## config.mk

```make
export PLATFORM = sky130hd
export DESIGN_NAME = dmem_arbiter
export DESIGN_NICKNAME = d
export VERILOG_FILES = /design/src/rtl/dmem_arb_pkg.sv /design/src/rtl/rr_picker.sv /design/src/rtl/dmem_arbiter.sv
export SDC_FILE = /design/constraint.sdc
export NUM_CORES = 1
export LEC_CHECK = 0
export ABC_AREA = 1
export CAP_MARGIN = 10
export CORE_MARGIN = 2
export CORE_UTILIZATION = 41
export DETAILED_ROUTE_END_ITERATION = 8
export HOLD_SLACK_MARGIN = 0.12
export MAX_ROUTING_LAYER = met4
export PLACE_DENSITY = 0.8
export SLEW_MARGIN = 20
export SYNTH_ARGS = -nofsm -noshare
export SYNTH_HDL_FRONTEND = slang
export SYNTH_SLANG_ARGS = --single-unit
```

## constraint.sdc

```tcl
create_clock -name clk -period 1.65 [get_ports clk]
set_clock_uncertainty 0.1 [all_clocks]
set_input_delay 0.2475 -clock clk [delete_from_list [all_inputs] [get_ports clk]]
set_output_delay 0.2475 -clock clk [all_outputs]
set_load 0.05 [all_outputs]
```

## src/rtl/dmem_arb_pkg.sv

```systemverilog
// dmem_arb_pkg: shared state type and default widths for the data-memory arbiter
package dmem_arb_pkg;
    typedef enum logic [1:0] {IDLE, ACCESS, WAIT, RESP} arb_state_t;
    localparam int DEF_ADDR_W = 16;
    localparam int DEF_DATA_W = 16;
endpackage

```

## src/rtl/rr_picker.sv

```systemverilog
// rr_picker: combinational round-robin choice of the first requester after last
module rr_picker #(
    parameter int NCORES = 2,
    localparam int IW = $clog2(NCORES)
) (
    input  logic [NCORES-1:0] req,
    input  logic [IW-1:0]     last,
    output logic [IW-1:0]     grant,
    output logic              valid
);
    logic [IW-1:0] idx;

    // Scanning from the farthest offset down lets the nearest requester win.
    always_comb begin
        grant = '0;
        idx = '0;
        for (int k = NCORES; k >= 1; k--) begin
            idx = IW'((int'(last) + k) % NCORES);
            if (req[idx]) grant = idx;
        end
    end

    assign valid = |req;
endmodule

```

## src/rtl/dmem_arbiter.sv

```systemverilog
// dmem_arbiter: grants the single ram_data port to one core per transaction,
// round-robin, sequencing the memory strobes and returning read data.
module dmem_arbiter import dmem_arb_pkg::*; #(
    parameter int NCORES = 2,
    parameter int ADDR_W = DEF_ADDR_W,
    parameter int DATA_W = DEF_DATA_W,
    parameter int RD_LAT = 1,
    localparam int IW = $clog2(NCORES)
) (
    input  logic                     clk,
    input  logic                     rstn,
    input  logic [NCORES-1:0]        core_rd,
    input  logic [NCORES-1:0]        core_wr,
    input  logic [NCORES*ADDR_W-1:0] core_addr,
    input  logic [NCORES*DATA_W-1:0] core_wdata,
    output logic [NCORES-1:0]        core_ack,
    output logic [DATA_W-1:0]        core_rdata,
    output logic [ADDR_W-1:0]        mem_addr,
    output logic [DATA_W-1:0]        mem_wdata,
    input  logic [DATA_W-1:0]        mem_rdata,
    output logic                     mem_rd,
    output logic                     mem_wr
);
    arb_state_t    state;
    logic [IW-1:0] g;
    logic [IW-1:0] last;
    logic [IW-1:0] pick;
    logic          pick_ok;
    logic          op_wr;
    logic [1:0]    cnt;

    rr_picker #(.NCORES(NCORES)) u_pick (
        .req(core_rd | core_wr),
        .last(last),
        .grant(pick),
        .valid(pick_ok)
    );

    // mem_addr/mem_wdata double as the latched request; strobes are loaded on
    // the grant edge so they are high exactly during ACCESS.
    always_ff @(posedge clk or negedge rstn) begin
        if (!rstn) begin
            state <= IDLE;
            g <= '0;
            last <= IW'(NCORES - 1);
            op_wr <= 1'b0;
            cnt <= '0;
            core_ack <= '0;
            core_rdata <= '0;
            mem_addr <= '0;
            mem_wdata <= '0;
            mem_rd <= 1'b0;
            mem_wr <= 1'b0;
        end else begin
            core_ack <= '0;
            mem_rd <= 1'b0;
            mem_wr <= 1'b0;
            case (state)
                IDLE: if (pick_ok) begin
                    g <= pick;
                    op_wr <= core_wr[pick];
                    mem_addr <= core_addr[pick*ADDR_W +: ADDR_W];
                    mem_wdata <= core_wdata[pick*DATA_W +: DATA_W];
                    mem_wr <= core_wr[pick];
                    mem_rd <= !core_wr[pick];
                    state <= ACCESS;
                end
                ACCESS: begin
                    cnt <= '0;
                    if (op_wr) core_ack[g] <= 1'b1;
                    state <= op_wr ? RESP : WAIT;
                end
                WAIT: if (cnt == 2'(RD_LAT - 1)) begin
                    core_rdata <= mem_rdata;
                    core_ack[g] <= 1'b1;
                    state <= RESP;
                end else begin
                    cnt <= cnt + 2'd1;
                end
                RESP: begin
                    last <= g;
                    state <= IDLE;
                end
                default: state <= IDLE;
            endcase
        end
    end
endmodule

```

==> results of run 1 <==
## stage by stage
step	cell area (µm²)	total power (µW)	instances	TNS [ps]
floorplan	2950	6440	371	0
global placement	4320	8170	599	-982
detailed placement	4320	8320	599	-1950
CTS	4520	9560	618	0
global route	4590	10300	622	-24.7
finish	4590	9660	622	0
## report_power, final
part	total (µW)	switching (µW)	internal [µW]	leakage [µW]
logic	5930	3990	1940	0.00160
clock network	1160	539	624	0.0000905
registers	2570	410	2160	0.000726
total	9660	4940	4730	0.00241
## cells in the mapped netlist, drive strengths merged
cell and number:
o31ai 1, buf 13, o21ai 5, dfrtp 58
nand3b 32, nor2 6, nand3 34, clkbuf 4
inv 44, ha 6, a21oi 3, nand2 164
dfstp 1
## sequential cells by signal, indices dropped and copies added, names as in the netlist
name / cells
core_rdata: 16
mem_addr: 16
core_ack: 2
op_wr: 1
mem_wdata: 16
last: 1
mem_wr: 1
mem_rd: 1
g: 1
cnt: 2
state: 2
## timing repair
| item | CTS | global route |
|---|---|---|
| hold buffers | 1 | 0 |
| endpoints found under the hold margin | 58 | 0 |
| setup buffers | 2 | 3 |
| endpoints found under the setup margin | 1 | 46 |
| gates resized for setup | 1 | 8 |
| pin swaps | 0 | 0 |
| gates cloned | 0 | 1 |
## final cells by class
type	instances	area [µm²]	share of cell area [%]
clock buffers	14	163	3.55
flip-flops and latches	59	1480	32.2
clock inverters	2	10.0	0.218
repair buffers	156	1440	31.5
well taps	96	120	2.62
multi-input cells	251	1200	26.1
inverters	44	176	3.85
## worst max-delay path: cells and delay by family (launching register included)
| kind | cells | cell delay [ps] |
|---|---|---|
| AO/OA/AOI/OAI | 1 | 160 |
| adder cells (fa/ha/maj) | 1 | 200 |
| buffers and inverters | 4 | 510 |
| flip-flops | 1 | 420 |
| AND/OR/NAND/NOR | 2 | 160 |
## kinds of logic after synthesis
logic type / after synthesis / share of synthesized area [%]
flip-flops: 59 / 50.1
AND/OR/NAND/NOR: 236 / 35.7
adder cells (fa/ha/maj): 6 / 2.54
buffers and inverters: 61 / 9.54
AO/OA/AOI/OAI: 9 / 2.12
## worst min path at each step
| stage | startpoint | to | slack (ps) | cells after the start |
|---|---|---|---|---|
| 2_1_floorplan | rstn | cnt[0] | -150 | 0 |
| 3_3_place_gp | rstn | mem_wdata[5] | 160 | 2 |
| 3_5_place_dp | rstn | mem_wdata[3] | 160 | 2 |
| 4_1_cts | mem_rdata[12] | core_rdata[12] | 330 | 3 |
| 5_1_grt | mem_rdata[12] | core_rdata[12] | 350 | 3 |
| 6_report | mem_rdata[12] | core_rdata[12] | 350 | 3 |
## layout by cell type (no fill, tap or decap), types with 2 or more instances in the layout
cell | Yosys | final
clkbuf_1 | 4 | 3
o21ai_0 | 3 | 3
inv_2 | 1 | 2
dfrtp_1 | 58 | 58
buf_12 | 0 | 3
clkbuf_8 | 0 | 11
clkdlybuf4s50_1 | 0 | 84
clkinv_2 | 0 | 2
buf_4 | 6 | 65
ha_1 | 6 | 5
nand2_2 | 1 | 2
nand3b_1 | 32 | 32
nor2_1 | 5 | 5
a21oi_1 | 2 | 2
inv_1 | 42 | 40
nand3_1 | 34 | 34
nand2_1 | 163 | 162
## metal layers
metal / vias up / wire length (µm) / share of wire [%] / track usage [%]
met3: 12 / 809 / 9.4 / 5.60
met5: - / 0 / 0 / -
met1: 1374 / 3680 / 43 / 26.6
li1: 1441 / - / - / -
met2: 135 / 3990 / 46 / 36.6
met4: 0 / 127 / 1.5 / 8.26
==> summary.txt, run 1 <==
Run status
  – Outcome: completed

Floorplanning
  – Die Span Y: 88.8 µm
  – Core area: 6870 µm²
  – Num ports: 138
  – Die area: 7890 µm²
  – Chip width: 88.8 µm
  – Initial Util: 43.0%
  – FP Rows: 30

Worst setup path
  – Launch point of the critical path: state[0]
  – Crit. End Element: register
  – Slowest stage cell, crit path: dfrtp_1
  – Reg-to-reg slack, setup: 50 ps
  – CP Max Fanout: 9
  – CP endpoint: mem_wdata[7]
  – Reg2reg end: mem_wdata[7]
  – Worst setup SP type: register
  – CP Cell Sequence: inv_2 -> ha_2 -> inv_1 -> a21oi_4 -> buf_4 -> clkbuf_16 -> nand3_1 -> nand2_1
  – Critical path class: reg -> reg
  – CP Data Arrival Time: 1770 ps
  – Crit path largest cell delay: 420 ps
  – Crit Reg-Reg Startpoint: state[0]
  – Worst reg-to-reg path cell count: 8
  – CP required: 1820 ps

Global route
  – Vias in the first global route: 2868
  – Initial antenna violation count: 0
  – First-pass GRT wire length: 13000 µm
  – Global route overflow: 0
  – GRT Util Overall: 22.3%
  – Largest net degree at the start of global routing: 37

Detailed routing
  – DR vias/cell: 4.76
  – Initial DRC count: 115
  – Via count: 2962
  – TritonRoute pass-1 iters: 4
  – DR WL/cell: 13.8 µm
  – Final antenna-violating net count: 0
  – WL final: 8610 µm
  – DRC: 0

Timing
  – Least-Margin Pin Slew: 446 ps
  – Slew Limit Fails: 0
  – Max_slew headroom: 70.2%
  – Final setup viols: 0
  – Post-layout minimum cycle time: 1600 ps
  – Post-route worst setup slack: 47.9 ps
  – FMAX: 624 MHz
  – Crit share post-route: 97.1%
  – Final hold violation count: 0
  – WHS: 345 ps

Clock network
  – Worst-path clk slew: 60 ps
  – Root buffer cell: clkbuf_8
  – Clock insertion delay at the later pin of the skew report: 330 ps
  – CTS Sinks: 59
  – Inserted Clock Buffers: 9
  – CTS tree: done
  – Max Root-Sink Buffers: 2
  – H-tree Lvls: 3

Final layout
  – Fin util: 66.8%
  – Share of post-route cells with drive strength above 1: 18.1%
  – # diodes: 0
  – Nets: 613
  – # fillers: 585
  – Syn-to-layout area delta: 55.5%

Synthesis
  – Yosys top cell by area: dfrtp_1
  – Post-synth top area share: 49.2%
  – Gate Count Post-Synth: 371
  – Leading post-synthesis cells by cell area: dfrtp_1, nand2_1, nand3b_1
  – Yosys warnings: 0
  – Synth unique cells: 22
  – Register bit count reported by yosys: 59
  – Avg Inst Size Synth: 7.95 µm²
  – Sequential element share of the synthesized area: 50.1%
  – Syn Nets: 463
  – Post-synthesis cell area: 2950 µm²

Place
  – GPL Wtd Cong: 0.809
  – Pre-CTS WS: -94.0 ps
  – Hpwl dp: 6260 µm
  – Port-buffer cells: 137

Hold path
  – HP Class: in -> reg

Power and ir drop
  – P per Cell Area: 2110 nW/µm²
  – Leakage: 0.00241 µW
  – Worst vdd ir: 0.00140 V

Flow run
  – Max-cap violation count: 0
No activity file was read; power rests on OpenSTA's default activity.
==> inputs of run 2 (changes only) <==
Settings changed: SKIP_LAST_GASP from default to 1.
==> results of run 2 <==
Same layout as run 1: the final DEF is identical, and so are final timing and power.
==> inputs of run 3 (changes only) <==
Settings changed: CAP_MARGIN 10 to 20.
==> results of run 3 <==
Same layout as run 1: the final DEF is identical, and so are final timing and power.
==> variant (config.mk and constraints of run 1) <==
The 4 states of `arb_state_t` get a one-hot encoding in 4 bits.
--- a/src/rtl/dmem_arb_pkg.sv
+++ b/src/rtl/dmem_arb_pkg.sv
@@ -2,3 +2,3 @@
 package dmem_arb_pkg;
-    typedef enum logic [1:0] {IDLE, ACCESS, WAIT, RESP} arb_state_t;
+    typedef enum logic [3:0] {IDLE = 4'b0001, ACCESS = 4'b0010, WAIT = 4'b0100, RESP = 4'b1000} arb_state_t;
     localparam int DEF_ADDR_W = 16;
Behaviour: no difference found for any inputs over 4 cycles, from zero or initial values and one cycle with rstn low; so few cycles prove little.
==> variant against run 1 <==
Sequential cell count grew 2. Synthesized cell count increased by 1.3%. Cell area rose by 1.5%. Worst setup slack improved by 0.11 ns. Die area rose by 2.5%. Total power increased by 1.0%. Wire length is 9.6% lower. Synthesized area up 2.6%. Critical endpoint is now mem_wdata[0]$_DFFE_PN0P_. Largest cell class unchanged. Highest routed layer unchanged.
==> variant: results <==
set metrics [dict create \
    status "finished, final reports clean" \
    utilization_pct 64.6 \
    clk_pin_slew_ns 0.06 \
    wl_met2_mm 3.98 \
    nFillCells 641 \
    critPathMaxStageDelay_ns 0.53 \
    drive_gt1_share_pct 18.3 \
    synthTopCellsByCount "143 x nand2_1, 59 x dfrtp_1, 42 x inv_1" \
    slew_headroom_pct 83.5 \
    yosys_most_used_dff "dfrtp_1" \
    async_flop_share_pct 100 \
    crit_path_max_fanout 15 \
    yosysSeqAreaShare_pct 50.5 \
    ir_worst_vdd_mv 1.16 \
    place_hpwl_mm 5.84 \
    met3WireLength_um 384 \
    port_buffers 137 \
    r2r_start "state[0]$_DFFE_PN1P_" \
    place.gp.congestion 0.777 \
    overflow 0 \
    num_vias 2898 \
    clock_latency_ns 0.32 \
    r2r_cells 7 \
    ys_warn_count 0 \
    crit_slowest_cell "dfstp_2" \
    leakage_nw 2.37 \
    track_usage_pct 20.8 \
    cp.arrival_ns 1.65 \
    routed.top_layer "met4" \
    reg.largest.list "core_rdata: 16 flops, mem_addr: 16 flops, mem_wdata: 16 flops" \
    dpl_cell_area_mm2 0.00447 \
    grt_pass1_wl_mm 13.3 \
    post_cts_buffers 0 \
    wl_per_cell_um 12.5 \
    clock_path_buffers 2 \
    switching_share_pct 50.2 \
    m1WireLength_mm 3.25 \
    hold_path_class "in -> async" \
    grt_max_degree 35 \
    antenna_found_initial 0 \
    synth_cell_types 21 \
    first_pass_iters 4 \
    htreeDepth 3 \
    post-place-ws_ns -0.120 \
    root_buffer "clkbuf_8" \
    rrSetupSlack_ns 0.16 \
    drtIter0Drc 84 \
    nets 609 \
    clock.fmax_mhz 671 \
    synthTopCellsByArea "dfrtp_1 49%, nand2_1 18%, nand3b_1 7.9%, nand3_1 6.3%, inv_1 5.2%" \
    syn-num-nets 463 \
    reg2reg_to "mem_wdata[0]$_DFFE_PN0P_" \
    diodes 0 \
]
-- variant: changes by cell type after synthesis, moves of 2 or more --
cell	run 1	this run
nor2_8	0	2
buf_6	3	5
inv_2	1	4
buf_4	6	3
o21a_1	0	2
o21ai_1	1	6
buf_2	4	7
o21ai_0	3	14
nand2_1	163	143
nand3_1	34	38
a21oi_1	2	0
ha_1	6	1
-- variant: metrics by stage --
stage | hold slack [ns] | power [W] | setup TNS, ns | instances
finish | 0.213 | 0.00976 | 0 | 625
global route | 0.206 | 0.0104 | 0 | 625
CTS | 0.199 | 0.00985 | 0 | 625
detailed placement | 0.0111 | 0.00864 | -2.68 | 609
global placement | 0.00662 | 0.00851 | -1.97 | 609
floorplan | -0.148 | 0.00668 | 0 | 376
-- variant: critical path: cells and delay by family (launching register included) --
kind | cells | cell delay [ns]
AND/OR/NAND/NOR | 5 | 0.53
flip-flops | 1 | 0.53
buffers and inverters | 2 | 0.27
-- variant: worst max path at each step --
| stage | startpoint | end |
|---|---|---|
| final | state[0]$_DFFE_PN1P_ | mem_wdata[0]$_DFFE_PN0P_ |
| after global routing | state[1]$_DFFE_PN0P_ | core_rdata[10]$_DFFE_PN0P_ |
| after CTS | state[1]$_DFFE_PN0P_ | core_rdata[10]$_DFFE_PN0P_ |
| after detailed placement | core_wr[1] | mem_wdata[9]$_DFFE_PN0P_ |
| after global placement | core_wr[1] | mem_wdata[9]$_DFFE_PN0P_ |
| after floorplan | state[0]$_DFFE_PN1P_ | mem_addr[10]$_DFFE_PN0P_ |
-- variant: layout make-up --
class | instances | share of cell area [%]
Timing Repair Buffer | 154 | 31.2
Tap cell | 99 | 2.66
Clock buffer | 14 | 3.71
Multi-Input combinational cell | 250 | 25.8
Clock inverter | 1 | 0.107
Inverter | 46 | 3.71
Sequential cell | 61 | 32.8
-- variant: layer usage --
metal / vias up / GRT usage (%)
met5: - / -
met4: 0 / 7.82
met3: 15 / 4.53
met2: 100 / 34.9
met1: 1316 / 24.8
li1: 1467 / -
-- variant: cells by family (layout without fill, tap and decap cells) --
group / after synthesis / after routing / share of synthesized area [%]
simple gates: 225 / 225 / 34.8
buf+inv: 65 / 215 / 9.96
flops: 61 / 61 / 50.5
compound gates: 24 / 24 / 4.30
fa+ha+maj: 1 / 1 / 0.413
-- variant: power groups by stage --
stage	Clock, W	Sequential [W]	Combinational [W]
global placement	0	0.00267	0.00584
CTS	0.00122	0.00267	0.00597
global route	0.00130	0.00275	0.00636
finish	0.00118	0.00267	0.00592
floorplan	0	0.00481	0.00186
detailed placement	0	0.00268	0.00597
-- variant: what timing repair did --
item / in CTS / in global routing
hold buffers: 1 / 0
endpoints found under the hold margin: 59 / 0
endpoints found under the setup margin: 0 / 13
resized for setup: 0 / 1
